**src/rtl/hazard_ctrl.sv**
```systemverilog
// hazard_ctrl: ID-stage data-hazard detector for a five-stage pipeline.
// Keeps three shadow slots (EXE/MEM/WB) that mirror in-flight register
// writers, compares the ID stage's source registers against them, and
// produces a stall request and forwarding selects every cycle.
// Optional feature macro: HAZARD_FORWARD_EN
//   defined   -> forward from the youngest matching slot; stall only on a
//                load that is still in EXE or MEM
//   undefined -> stall on any match; forwarding selects are tied to 0
module hazard_ctrl (
  input  logic        clk,
  input  logic        reset,
  input  logic        ID_valid,
  input  logic [4:0]  ID_rs1_addr,
  input  logic [4:0]  ID_rs2_addr,
  input  logic        ID_rs1_en,
  input  logic        ID_rs2_en,
  input  logic        ID_issue,
  input  logic [4:0]  ID_dest,
  input  logic        ID_rf_we,
  input  logic        ID_is_load,
  input  logic        EXE_fire,
  input  logic        MEM_fire,
  input  logic        WB_fire,
  output logic        ID_stall,
  output logic [1:0]  fwd_sel1,
  output logic [1:0]  fwd_sel2,
  output logic [31:0] stall_cnt
);

  typedef struct packed {
    logic       valid;
    logic [4:0] dest;
    logic       is_load;
  } slot_t;

  slot_t       exe_q, exe_d;
  slot_t       mem_q, mem_d;
  slot_t       wb_q,  wb_d;
  logic [31:0] cnt_q, cnt_d;
  logic        exe_accept;

  // Per-source views so both read ports share one comparison structure.
  logic [4:0]  src_addr  [2];
  logic [1:0]  src_en;
  logic [1:0]  src_stall;
  logic [1:0]  src_sel   [2];

  assign src_addr[0] = ID_rs1_addr;
  assign src_addr[1] = ID_rs2_addr;
  assign src_en      = {ID_rs2_en, ID_rs1_en};

  // Slot next-state: all fire signals of a cycle act as one concurrent shift.
  always_comb begin
    exe_d = exe_q;
    mem_d = mem_q;
    wb_d  = wb_q;
    // An issue into an occupied EXE slot that is not leaving is a protocol
    // violation; it is dropped so the real occupant is not lost.
    exe_accept = ID_issue & (~exe_q.valid | EXE_fire);

    if (MEM_fire)     wb_d = mem_q;
    else if (WB_fire) wb_d = '0;

    if (EXE_fire)      mem_d = exe_q;
    else if (MEM_fire) mem_d = '0;

    if (exe_accept) begin
      // Writes to r0 are architecturally invisible, so never track them.
      exe_d.valid   = ID_rf_we & (ID_dest != 5'd0);
      exe_d.dest    = ID_dest;
      exe_d.is_load = ID_is_load;
    end else if (EXE_fire) begin
      exe_d = '0;
    end
  end

  // Per-source hazard resolution, youngest matching slot wins.
  for (genvar gi = 0; gi < 2; gi++) begin : g_src
    logic       live;
    logic       hit_exe, hit_mem, hit_wb;
    logic       stall_l;
    logic [1:0] sel_l;

    // Match this source against each slot and pick the youngest hit.
    always_comb begin
      live    = ID_valid & src_en[gi] & (src_addr[gi] != 5'd0);
      hit_exe = live & exe_q.valid & (exe_q.dest == src_addr[gi]);
      hit_mem = live & mem_q.valid & (mem_q.dest == src_addr[gi]);
      hit_wb  = live & wb_q.valid  & (wb_q.dest  == src_addr[gi]);
      stall_l = 1'b0;
      sel_l   = 2'd0;
`ifdef HAZARD_FORWARD_EN
      // Load data is not available before WB, so a load in EXE or MEM must
      // stall; everything else is bypassed from the stage that holds it.
      if (hit_exe) begin
        if (exe_q.is_load) stall_l = 1'b1;
        else               sel_l   = 2'd1;
      end else if (hit_mem) begin
        if (mem_q.is_load) stall_l = 1'b1;
        else               sel_l   = 2'd2;
      end else if (hit_wb) begin
        sel_l = 2'd3;
      end
`else
      stall_l = hit_exe | hit_mem | hit_wb;
`endif
    end

    assign src_stall[gi] = stall_l;
    assign src_sel[gi]   = sel_l;
  end

  assign ID_stall  = |src_stall;
  assign fwd_sel1  = src_sel[0];
  assign fwd_sel2  = src_sel[1];
  assign stall_cnt = cnt_q;

  // Stall-cycle counter, saturating so it never wraps back to a small value.
  always_comb begin
    cnt_d = cnt_q;
    if (ID_stall && (cnt_q != 32'hFFFF_FFFF)) cnt_d = cnt_q + 32'd1;
  end

  // State registers; reset discards in-flight slots immediately.
  always_ff @(posedge clk or negedge reset) begin
    if (!reset) begin
      exe_q <= '0;
      mem_q <= '0;
      wb_q  <= '0;
      cnt_q <= '0;
    end else begin
      exe_q <= exe_d;
      mem_q <= mem_d;
      wb_q  <= wb_d;
      cnt_q <= cnt_d;
    end
  end

endmodule
```
**config.mk**
```make
export PLATFORM = sky130hd
export DESIGN_NAME = hazard_ctrl
export DESIGN_NICKNAME = d
export VERILOG_FILES = /design/src/rtl/hazard_ctrl.sv
export SDC_FILE = /design/constraint.sdc
export NUM_CORES = 1
export LEC_CHECK = 0
export BUFFER_PORTS_ARGS = -buffer_cell sky130_fd_sc_hd__buf_2
export CAP_MARGIN = 20
export CORE_MARGIN = 3
export CORE_UTILIZATION = 48
export DETAILED_ROUTE_END_ITERATION = 10
export GPL_TIMING_DRIVEN = 0
export MAX_ROUTING_LAYER = met4
export PLACE_DENSITY = 0.76
export SLEW_MARGIN = 20
export SYNTH_ARGS = -nofsm -noshare
export SYNTH_HDL_FRONTEND = slang
export SYNTH_SLANG_ARGS = --single-unit
```
**constraint.sdc**
```tcl
create_clock -name clk -period 2.4 [get_ports clk]
set_input_delay 0.48 -clock clk [delete_from_list [all_inputs] [get_ports clk]]
set_output_delay 0.48 -clock clk [all_outputs]
set_load 0.05 [all_outputs]
```
==> flow_metrics.env <==
export IMPL_status="finished, violations left"
export IMPL_violations="setup timing"
export IMPL_slew_viol_final=0
export IMPL_worstSetupEndpointType="primary output"
export IMPL_leakagePower_uw=0.00160
export IMPL_dpl_cell_area_sq_um=2990
export IMPL_cts_hold_buffers=0
export IMPL_arrival_ns=1.95
export IMPL_fillCellCount=437
export IMPL_setup_slack_ns=-0.0301
export IMPL_synth_seq_cells=50
export IMPL_rows=26
export IMPL_min_period_ns=2.43
export IMPL_slowest_stage="dfrtp_2"
export IMPL_power_density_nw_per_um2=559
export IMPL_start_kind="flip-flop"
export IMPL_core_area_sq_um=5170
export IMPL_numClockSinks=50
export IMPL_cp_cell_sequence="xor2_1 > nor4_2 > nand3_1 > a31o_2 > and2_4 > inv_2 > buf_8"
export IMPL_hp_class="in2async"
export IMPL_drc_errors=0
export IMPL_cts_max_level=2
export IMPL_die_h_um=79.6
export IMPL_grt_max_degree=51
export IMPL_fin_tns_setup_ns=-0.0330
export IMPL_syn_area_per_cell_sq_um=10.3
export IMPL_dp_hpwl_um=4090
export IMPL_synth_distinct_cells=34
export IMPL_r2r_end="stall_cnt[28]$_DFFE_PN0P_"
export IMPL_dp_slack_ns=-0.236
export IMPL_synth_cells=252
export IMPL_timing_final_crit_share_pct=101
export IMPL_antenna_found_initial=0
export IMPL_clk_latency_ns=0.30
export IMPL_final_setup_skew_ns=0.00989
export IMPL_cts_inserted_buffers=5
export IMPL_ff2ff_path_depth=7
export IMPL_stdcell_area_sq_um=3250
export IMPL_avgRoutedWirePerCell_um=14.5
export IMPL_antenna_cells=0
export IMPL_tightest_slew_ns=0.658
export IMPL_antenna_left=0
export IMPL_slew_limit_headroom_pct=55.8
export IMPL_nets=353
export IMPL_clock_path_buffers=2
export IMPL_fin_util_pct=62.8
export IMPL_drt_initial_drc_count=97
export IMPL_grt_first_pass_wirelength_um=9520
export IMPL_crit_buf_inv=2
export IMPL_gp_congestion=0.900
export IMPL_drive_above_1_share_pct=30.6
export IMPL_area_growth_pct=24.8
export IMPL_ys_seq_area_share_pct=48.1
export IMPL_max_freq_mhz=412
export IMPL_hold_viol=0
export IMPL_syn_cell_area_sq_um=2600
export IMPL_overflow=0
export IMPL_totalWireLength_um=5740
export IMPL_timing_rr_start="mem_q[3]$_DFFE_PN0P_"
export IMPL_cts_root_buffer="clkbuf_8"
export IMPL_maxCapViolations=0
export IMPL_yosysWarnings=0
export IMPL_port_buffers=56
export IMPL_rsz0062_at_grt="true"
export IMPL_ff2ff_setup_slack_ns=0
export IMPL_io_pins=63
export IMPL_tritoncts="done"
export IMPL_grtUsageTotal_pct=19.5
export IMPL_path_delay_family="simple AND/OR/NAND/NOR gates"
export IMPL_setup_viol=2
export IMPL_vias=2098
export IMPL_critPathKind="reg2out"
export IMPL_die_w_um=79.6
export IMPL_critPathMaxFanout=3
export IMPL_cp_required_ns=1.92
export IMPL_grt_pass1_vias=2026
export IMPL_clk_pin_slew_ns=0.09
export IMPL_firstDrtPassIters=4
export IMPL_vias_per_cell=5.28
export IMPL_slowest_delay_ns=0.45
export IMPL_start_util_pct=50.3
export IMPL_ir_worst_vdd_mv=0.397
export IMPL_die_area_sq_um=6340
worst register-to-register path, stage by stage (launching register included):
cell,delay (ns)
dfrtp_2,0.45
xor2_1,0.19
nor4_2,0.28
nand3_1,0.11
a31o_2,0.27
and2_4,0.17
or4_4,0.53
mux2_4,0.30
stage by stage:
| stage | hold slack (ns) | instances | power (uW) |
|---|---|---|---|
| after floorplan | 0.184 | 255 | 1130 |
| after global placement | 0.474 | 381 | 1220 |
| after detailed placement | 0.482 | 381 | 1230 |
| after CTS | 0.411 | 397 | 1820 |
| after global routing | 0.237 | 397 | 1900 |
| final | 0.180 | 397 | 1820 |
registers in the layout, indices dropped and copies added, names as in the netlist:
signal and flops:
wb_q 6, exe_q 6, stall_cnt 32, mem_q 6
what timing repair did:
item / 4_1_cts / 5_1_grt
pin swaps: 10 / 8
gates resized for setup: 9 / 13
buffers inserted: 8 / 0
setup endpoints to repair: 5 / 19
logic make-up after synthesis:
logic type	Yosys count	synth area share, %
flip-flops	50	48.1
AND/OR/NAND/NOR	104	21.1
AO/OA/AOI/OAI	26	7.55
other	1	0.144
buffers and inverters	9	1.92
adder cells (fa/ha/maj)	1	0.481
multiplexers	1	0.577
XOR/XNOR	60	20.2
cell usage after synthesis:
library cell,number,area share (%)
dfrtp_1,50,48
xor2_1,42,14
nand3_1,25,4.8
nand2_1,22,3.2
xnor2_1,18,6.1
nor3_1,14,2.7
a22o_1,11,3.7
nand2b_1,9,2.2
nor2_1,9,1.3
nor4_1,7,1.7
o21ai_0,6,1.2
nand4_1,5,1.2
buf_4,4,1.2
or4_1,4,1.2
o211ai_1,3,0.87
a31o_2,2,0.67
and3_1,2,0.48
clkbuf_1,2,0.29
inv_1,2,0.29
a21bo_2,1,0.38
a21boi_1,1,0.29
a21o_1,1,0.29
a21oi_1,1,0.19
and2_1,1,0.24
and2_4,1,0.34
buf_2,1,0.19
conb_1,1,0.14
ha_1,1,0.48
mux2_4,1,0.58
nand3b_1,1,0.29
nand4b_1,1,0.34
nor3b_1,1,0.29
nor4_2,1,0.48
or4_4,1,0.43
cell usage in the layout, fill, tap and decap left out, types with 5 or more instances in the layout:
master	synthesis	routed
nor3_2	0	5
o21ai_0	6	6
buf_4	4	13
nor2_1	9	9
nand3_1	25	25
nand2b_1	9	9
xor2_1	42	42
nand2_1	22	22
nor4_2	1	7
dfrtp_2	0	5
xnor2_1	18	18
nand4_1	5	5
dfrtp_1	50	45
nor3_1	14	9
a22o_1	11	11
clkbuf_8	0	5
buf_2	1	54
cell type report:
class / instances / area [sq um] / area share, %
buffer: 7 / 48.8 / 1.50
clock buffer: 7 / 76.3 / 2.35
clock inverter: 1 / 30.0 / 0.924
inverter: 2 / 7.51 / 0.231
multi-input combinational: 196 / 1390 / 42.7
sequential: 50 / 1260 / 38.7
tap: 70 / 87.6 / 2.70
timing repair buffer: 64 / 353 / 10.9
worst max path at each step:
| stage | startpoint | end | slack (ns) | cells after the start |
|---|---|---|---|---|
| CTS | mem_q[3]$_DFFE_PN0P_ | ID_stall | -0.005 | 7 |
| detailed placement | ID_rs1_addr[3] | stall_cnt[28]$_DFFE_PN0P_ | -0.24 | 8 |
| floorplan | stall_cnt[4]$_DFFE_PN0P_ | stall_cnt[28]$_DFFE_PN0P_ | 0.002 | 5 |
| global placement | ID_rs1_addr[3] | stall_cnt[28]$_DFFE_PN0P_ | -0.24 | 8 |
| global route | mem_q[4]$_DFFE_PN0P_ | ID_stall | -0.12 | 7 |
| finish | mem_q[3]$_DFFE_PN0P_ | ID_stall | -0.03 | 7 |
power by group:
part / leakage [uW] / switching (uW) / internal, uW
logic: 0.000870 / 187 / 115
registers: 0.000674 / 53.9 / 886
clock network: 0.0000524 / 263 / 312
layer usage:
metal	share of wire, %	vias up	track usage [%]	wire length, um
met5	0	-	-	0
met4	1.5	0	7.04	85
met3	4.2	11	2.60	239
met2	46	55	30.3	2650
met1	48	1006	26.4	2770
li1	-	1026	-	-
Power figures use the tool's default switching activity.
